<file path="config.mk">
export PLATFORM = sky130hd
export DESIGN_NAME = get_bit
export DESIGN_NICKNAME = d
export VERILOG_FILES = /design/src/rtl/get_bit.sv
export SDC_FILE = /design/constraint.sdc
export NUM_CORES = 1
export LEC_CHECK = 0
export ABC_CLOCK_PERIOD_IN_PS = 11500
export CAP_MARGIN = 20
export CORE_MARGIN = 10
export CORE_UTILIZATION = 55
export CTS_CLUSTER_SIZE = 14
export DETAILED_ROUTE_END_ITERATION = 10
export MAX_ROUTING_LAYER = met4
export PLACE_DENSITY = 0.76
export RECOVER_POWER = 25
export SLEW_MARGIN = 10
export SYNTH_ARGS = -nofsm -noshare
export SYNTH_HDL_FRONTEND = slang
export SYNTH_SLANG_ARGS = --single-unit
</file>
<file path="constraint.sdc">
create_clock -name CLOCK -period 11.5 [get_ports CLOCK]
set_input_delay 2.3 -clock CLOCK [delete_from_list [all_inputs] [get_ports CLOCK]]
set_output_delay 2.3 -clock CLOCK [all_outputs]
set_load 0.03 [all_outputs]
</file>
<file path="src/rtl/get_bit.sv">
// MSB-first bitstream reader: buffers incoming bytes and hands out 1..32 bit fields on request,
// with a registered 32-bit peek window and leading-zero count for Golomb/Rice decoders.
module get_bit #(
    parameter int unsigned BUF_BITS  = 64,
    parameter int unsigned MAX_FIELD = 32
) (
    input  logic        CLOCK,
    input  logic        RESET,
    input  logic        in_valid,
    input  logic [7:0]  in_byte,
    output logic        in_ready,
    input  logic        req_enable,
    input  logic [5:0]  req_size_of_bit,
    input  logic        req_align,
    output logic        req_ready,
    output logic        out_valid,
    output logic [31:0] out_val,
    output logic [31:0] peek_val,
    output logic [5:0]  leading_zeros,
    output logic [6:0]  bits_available,
    output logic [2:0]  bit_phase,
    output logic        err
);

    logic [BUF_BITS-1:0] buf_q, buf_d;
    logic [6:0]          cnt_q, cnt_d;
    logic [2:0]          phase_q, phase_d;
    logic                out_valid_q, out_valid_d;
    logic [31:0]         out_val_q, out_val_d;
    logic [31:0]         peek_q, peek_d;
    logic [5:0]          lz_q, lz_d;
    logic                err_q, err_d;

    logic                legal;
    logic [2:0]          align_need;
    logic [6:0]          need;
    logic                consume;
    logic                push;
    logic [6:0]          shift;
    logic [BUF_BITS-1:0] byte_vec;
    logic [31:0]         top_bits;
    logic [31:0]         field;

    function automatic logic [5:0] count_lz(input logic [31:0] v);
        logic [5:0] n;
        n = 6'd32;
        // Ascending scan: the highest set bit is the last one to write n.
        for (int i = 0; i < 32; i++) begin
            if (v[i]) n = 6'(31 - i);
        end
        return n;
    endfunction

    // NOTE: every always_comb output gets a default first, so no path can infer a latch.
    always_comb begin
        align_need = 3'd0 - phase_q;
        legal      = req_align || (req_size_of_bit <= 6'(MAX_FIELD));
        need       = req_align ? {4'd0, align_need} : {1'b0, req_size_of_bit};
        req_ready  = legal && (cnt_q >= need);
        in_ready   = (cnt_q <= 7'(BUF_BITS - 8));

        consume    = req_enable && req_ready;
        push       = in_valid && in_ready;
        shift      = consume ? need : 7'd0;

        // Consume happens first; the new byte lands right after the surviving bits.
        byte_vec   = {in_byte, {(BUF_BITS-8){1'b0}}} >> (cnt_q - shift);
        buf_d      = (buf_q << shift) | (push ? byte_vec : '0);
        cnt_d      = cnt_q - shift + (push ? 7'd8 : 7'd0);
        phase_d    = phase_q + shift[2:0];

        top_bits   = buf_q[BUF_BITS-1 -: 32];
        field      = 32'({32'd0, top_bits} >> (7'd32 - need));

        out_valid_d = consume && !req_align;
        out_val_d   = out_valid_d ? field : out_val_q;
        err_d       = err_q || (req_enable && !legal);

        // Bits below cnt are always zero, so the peek window needs no masking.
        peek_d     = buf_d[BUF_BITS-1 -: 32];
        lz_d       = count_lz(peek_d);
    end

    // NOTE: sequential state uses non-blocking assignments only; the bit buffer is reset
    // because stale bits would otherwise leak into peek_val.
    always_ff @(posedge CLOCK) begin
        if (RESET) begin
            buf_q       <= '0;
            cnt_q       <= '0;
            phase_q     <= '0;
            out_valid_q <= 1'b0;
            out_val_q   <= '0;
            peek_q      <= '0;
            lz_q        <= 6'd32;
            err_q       <= 1'b0;
        end else begin
            buf_q       <= buf_d;
            cnt_q       <= cnt_d;
            phase_q     <= phase_d;
            out_valid_q <= out_valid_d;
            out_val_q   <= out_val_d;
            peek_q      <= peek_d;
            lz_q        <= lz_d;
            err_q       <= err_d;
        end
    end

    // A reset arriving while a result is in flight suppresses that result's pulse.
    assign out_valid      = out_valid_q && !RESET;
    assign out_val        = out_val_q;
    assign peek_val       = peek_q;
    assign leading_zeros  = lz_q;
    assign bits_available = cnt_q;
    assign bit_phase      = phase_q;
    assign err            = err_q;

endmodule

</file>
---- Word level (Yosys, flattened, before mapping) ----
Cells that the tools add are included.
Widths: inputs -> output; s select.
cells by class
  $add $sub $neg .......................... 5
  order comparisons ....................... 3
  shifts and indexed selects .............. 3
  muxes and demuxes ....................... 36
  bitwise gates (word level) .............. 1
  reductions and logical operators ........ 16
operator list
  kind                 number
  $mux 6               34
  $mux 64              1
  $or 64x64->64        1
  $shl 64x6->64        1
  $shr 64x7->64        1
  $shr 32x7->32        1
  $reduce_or 17->1     1
  $reduce_or 9->1      1
  $add 7x4->7          1
  $ge 7x6->1           1
  $le 7x6->1 const B   1
  $sub 6x6->7 const A  1
  $sub 7x6->7          1
  $le 6x6->1 const B   1
  $logic_and 1x1->1    6
  $reduce_or 5->1      1
  $mux 4               1
  $add 3x3->3          1
  $logic_not 1->1      3
  $reduce_or 3->1      1
  $sub 1x3->3 const A  1
  $logic_or 1x1->1     2
  $reduce_or 2->1      1
storage, ports and cells
  register bits after elaboration ......... 146
  output and inout port bits .............. 84

---- Depth between registers and ports, before layout ----
  depth after elaboration ................. 42
  depth in mapped cells ................... 33
  depth with buffers taken out ............ 30

---- Worst setup path before layout ----
No wires, ideal clock.
  path kind ............................... input -> register
  from .................................... in req_align
  to ...................................... reg lz_q[0] (netlist: leading_zeros[0])
  library setup time ...................... 117 ps
  arrival time ............................ 8760 ps
  data required time ...................... 11383 ps
  setup slack ............................. 2623 ps
  cell stages on the path ................. 32
  buffers on the path ..................... 8
  cell sequence ........................... buf_2 > mux2i_1 > inv_2 > clkbuf_1 > clkbuf_1 > clkbuf_1 > ha_1 > nor2b_1 > o311ai_2 > o211ai_4 > inv_2 > nand2_2 > inv_2 > buf_4 > buf_4 > buf_2 > ha_1 > inv_1 > fa_1 > clkbuf_1 > mux4_2 > and2_1 > o21a_1 > a32o_1 > or3_1 > a21oi_1 > and2_1 > o21ai_1 > a211o_1 > a211oi_1 > o211ai_1 > a22o_1
between the ends
  longest elaborated chain between the ends .. 40
  elaborated cells between the ends (all ways) .. 43
  those cells by class .................... add/sub: 1; order compare: 1; shift: 2; mux: 34; bitwise: 1; reduce/logical: 4
ends and longest elaborated chain
  item                   RTL line  text
  start, declared        14        input logic req_align,
  $mux 6                 58        need = req_align ? {4'd0, align_need} : {1'b0, req_size_of_bit};
  $ge 7x6->1             59        req_ready = legal && (cnt_q >= need);
  $logic_and 1x1->1      59
  $logic_and 1x1->1      62        consume = req_enable && req_ready;
  $mux 6 *               64        shift = consume ? need : 7'd0;
  $sub 7x6->7            67        byte_vec = {in_byte, {(BUF_BITS-8){1'b0}}} >> (cnt_q - shift);
  $shr 64x7->64          67
  $mux 64                68        buf_d = (buf_q << shift) | (push ? byte_vec : '0);
  $or 64x64->64 *        68
  $mux 6 (31 in series)  49        if (v[i]) n = 6'(31 - i);
  end signal, assigned   103       lz_q <= lz_d;
  end, declared          31        logic [5:0] lz_q, lz_d;
Mark *: on every way between the ends. The rest lies on a longest branch, timed or not.
A chain may end at the register's enable or synchronous reset.

---- Worst setup path after layout ----
  from .................................... in req_align
  to ...................................... reg lz_q[4] (netlist: leading_zeros[4])
between the ends
  longest elaborated chain between the ends .. 25
  elaborated cells between the ends (all ways) .. 28
  those cells by class .................... add/sub: 1; order compare: 1; shift: 2; mux: 19; bitwise: 1; reduce/logical: 4
ends and longest elaborated chain
  item                   RTL line
  $mux 6                 58
  $ge 7x6->1             59
  $logic_and 1x1->1      59
  $logic_and 1x1->1      62
  $mux 6 *               64
  $sub 7x6->7            67
  $shr 64x7->64          67
  $mux 64                68
  $or 64x64->64 *        68
  $mux 6 (16 in series)  49
Marks and branches as above.

==> results.yml <==
clock_network:
  ctsResizeCount: 0
  cts_buffers: 17
  cts_hold_buffers: 0
  clk_latency_ns: 0.44
  htreeDepth: 4
  cts_buffer_depth: 2
  cts_sinks: 114
  clkTransAtPathRegs_ns: 0.07
  cts_tree: "done"
  ctsRootBufferMaster: "clkbuf_16"
  post_cts_buffers: 0
detailed_routing:
  drc: 0
  vias_per_cell: 7.63
  detail_route.iter0.violations: 3014
  ant_nets: 0
  totalWireLength_um: 59700
  first_pass_iters: 7
  wl_per_cell_um: 29.5
  via_count: 15400
synth:
  seq_area_frac_synth_pct: 18.4
  synth.distinct_cells: 99
  synthesis.nets: 1765
  synthArstFlopShare_pct: 0
  ys_warn_count: 0
  netlist_instances: 1727
  netlist_area_um2: 12400
  synthFlopType: "dfxtp_1"
  synth-edff-count: 0
  avgSynthCellArea_um2: 7.17
  synth-seq-cells: 114
sta:
  rsz0062_at_grt: "no"
  skew_ns: 0.0167
  fin_crit_sh_pct: 85.8
  drv_slew: 0
  setup_tns_ns: 0
  fmax_mhz: 101
  period_minus_slack_ns: 9.87
  relSlewSlack_pct: 21.3
  hold_viol_final: 0
  tightest_slew_ns: 1.18
  setup-violations-final: 0
floorplanning:
  die_h_um: 170
  core_um2: 22000
  pin_count: 103
  num_rows: 54
  die_area_um2: 28900
  start_util_pct: 56.4
  die_x_um: 170
cells_and_area:
  drive_gt1_share_pct: 10.9
  area_delta_synth_final_pct: 11.5
  fillers: 1965
  final_nets: 1761
  final_cell_mix: "nor2_1, nand2_1, nand3_1"
  final_cells: 2021
  final_common_cell: "nor2_1"
setup_path:
  rrSetupSlack_ns: 3.47
  crit_buf_inv: 4
  path_cells: "dlygate4sd3_1 -> nor2b_1 -> inv_1 -> ha_1 -> nor4_2 -> o311ai_2 -> o211ai_4 -> buf_4 -> nor2_8 -> inv_4 -> ha_1 -> nor2b_1 -> o211a_1 -> or4_1 -> nand3_1 -> nand3b_1 -> nor2_1 -> a211o_1 -> a211oi_1 -> nor3_1 -> a2111oi_4 -> nand2_1 -> nor4_2 -> a21boi_1"
  slowest_stage: "buf_4"
  path_delay_family: "simple AND/OR/NAND/NOR gates"
  startpoint_type: "input pin"
  cp_data_required_time_ns: 11.87
  cpPeakStageDelay_ns: 0.76
  path_class: "in2reg"
  arrival_ns: 10.25
  cp_max_fo: 70
  critPathCaptureType: "flip-flop"
global_route:
  grt_use_total_pct: 41.1
  grt_max_degree: 75
  grt_pass1_wl_um: 89300
  antenna_found_initial: 4
  overflow: 0
  grt_pass1_vias: 14300
power:
  p_leak_nw: 5.32
  p_per_area_nw_per_um2: 343
  ir_worst_vdd_uv: 274
min_path:
  hold_path.class: "reg2reg"
placement:
  dp.cells: 1984
  numPortBuffers: 102
  place.gp.congestion: 1.10
  dpl.hpwl_um: 44400
flow_run:
  drv_cap: 0
status:
  status: "completed"
cell usage after synthesis, types with 5 or more instances:
cell         n  area share (%)
o31ai_1      8            0.49
buf_4       36             2.2
mux2i_1     55             4.4
or3_1       12            0.61
nor2_1     236             7.2
buf_1        9            0.27
nor4_1      24             1.2
o22a_1      10            0.71
nand2_1    157             4.8
dfxtp_1    114              18
mux2_2      18             1.6
nor3_1      50             2.0
mux4_2      31             5.6
clkbuf_1    69             2.1
o221ai_1     5            0.35
a21o_1      14            0.85
nand2b_1     5            0.25
a22oi_1     44             2.7
buf_6        9            0.82
buf_2       36             1.5
a21oi_1    120             4.9
nand4_1      6            0.30
o21a_1      11            0.67
o21ai_0     82             3.3
xnor2_1      9            0.64
o22ai_1     39             2.0
nand3_1    134             5.4
inv_1       24            0.73
nor2b_1     16            0.81
a21oi_2      7            0.50
ha_1        17             1.7
a31oi_1     27             1.4
o21ai_1     22            0.89
o211ai_1    32             1.9
xor2_1       5            0.35
a32oi_1      7            0.50
inv_2        8            0.24
a211o_1     10            0.71
and3_1      24             1.2
a2bb2oi_1    5            0.35
and2_1      21             1.1
a211oi_1    39             2.4
layer usage:
layer	global-route usage [%]	share of wire [%]	vias to the layer above
met5	-	0	-
met4	21.1	5.8	0
met3	14.1	16	288
met2	59.6	42	1523
met1	49.6	36	7141
li1	-	-	6476
cell families (layout without fill, tap and decap cells):
| family | after synthesis | count (layout) | share of synthesized area, % |
|---|---|---|---|
| buffers and inverters | 194 | 203 | 7.90 |
| muxes | 110 | 110 | 12.3 |
| DFF | 114 | 114 | 18.4 |
| adders and majority gates | 19 | 19 | 2.04 |
| AOI/OAI and AO/OA | 558 | 558 | 31.0 |
| xor gates and xnor gates | 14 | 14 | 0.991 |
| other | 0 | 5 | 0 |
| and+or+nand+nor | 718 | 718 | 27.3 |
flip-flops by register name, indices dropped and copies added, names as in the netlist:
register        flops
out_val            32
buf_q              64
bits_available      7
bit_phase           3
err                 1
out_valid_q         1
leading_zeros       6
worst min-delay path, cell delays in order (launching register included):
cell and delay (ns):
dfxtp_1 0.30, nand2_1 0.05, a21oi_1 0.05
power by group:
| group | total, mW | switching (mW) | internal, mW |
|---|---|---|---|
| clock network | 0.547 | 0.243 | 0.304 |
| logic | 3.40 | 2.27 | 1.13 |
| registers | 0.788 | 0.277 | 0.511 |
| total | 4.74 | 2.79 | 1.94 |
cell type report:
| class | count | area [um^2] | area share, % |
|---|---|---|---|
| Multi-Input combinational cell | 1419 | 9170 | 66.5 |
| Inverter | 35 | 134 | 0.970 |
| Timing Repair Buffer | 136 | 1270 | 9.23 |
| Clock inverter | 15 | 150 | 1.09 |
| Sequential cell | 114 | 2280 | 16.5 |
| Tap cell | 280 | 350 | 2.54 |
| Antenna cell | 5 | 12.5 | 0.0907 |
| Clock buffer | 17 | 425 | 3.08 |
path summary, 6_finish.rpt:
kind	startpoint	endpoint	cells after the start
worst max register to register	bit_phase[0]	leading_zeros[4]	27
worst min register to register	out_val[6]	out_val[6]	2
worst max-delay path	req_align	leading_zeros[4]	24
worst min-delay path	out_val[6]	out_val[6]	2
stage by stage:
| step | power (mW) | cell area (um^2) | utilization (%) | hold WS [ns] | setup slack (ns) |
|---|---|---|---|---|---|
| floorplan | 2.99 | 12400 | - | 0.580 | 2.62 |
| global placement | 3.99 | 13200 | 60.2 | 0.438 | 1.82 |
| detailed placement | 3.99 | 13200 | 60.2 | 0.451 | 1.60 |
| CTS | 4.54 | 13800 | 62.8 | 0.458 | 2.01 |
| global route | 4.90 | 13800 | 62.9 | 0.495 | 1.43 |
| finish | 4.74 | 13800 | 62.9 | 0.452 | 1.63 |
(Power assumes the default switching activity.)
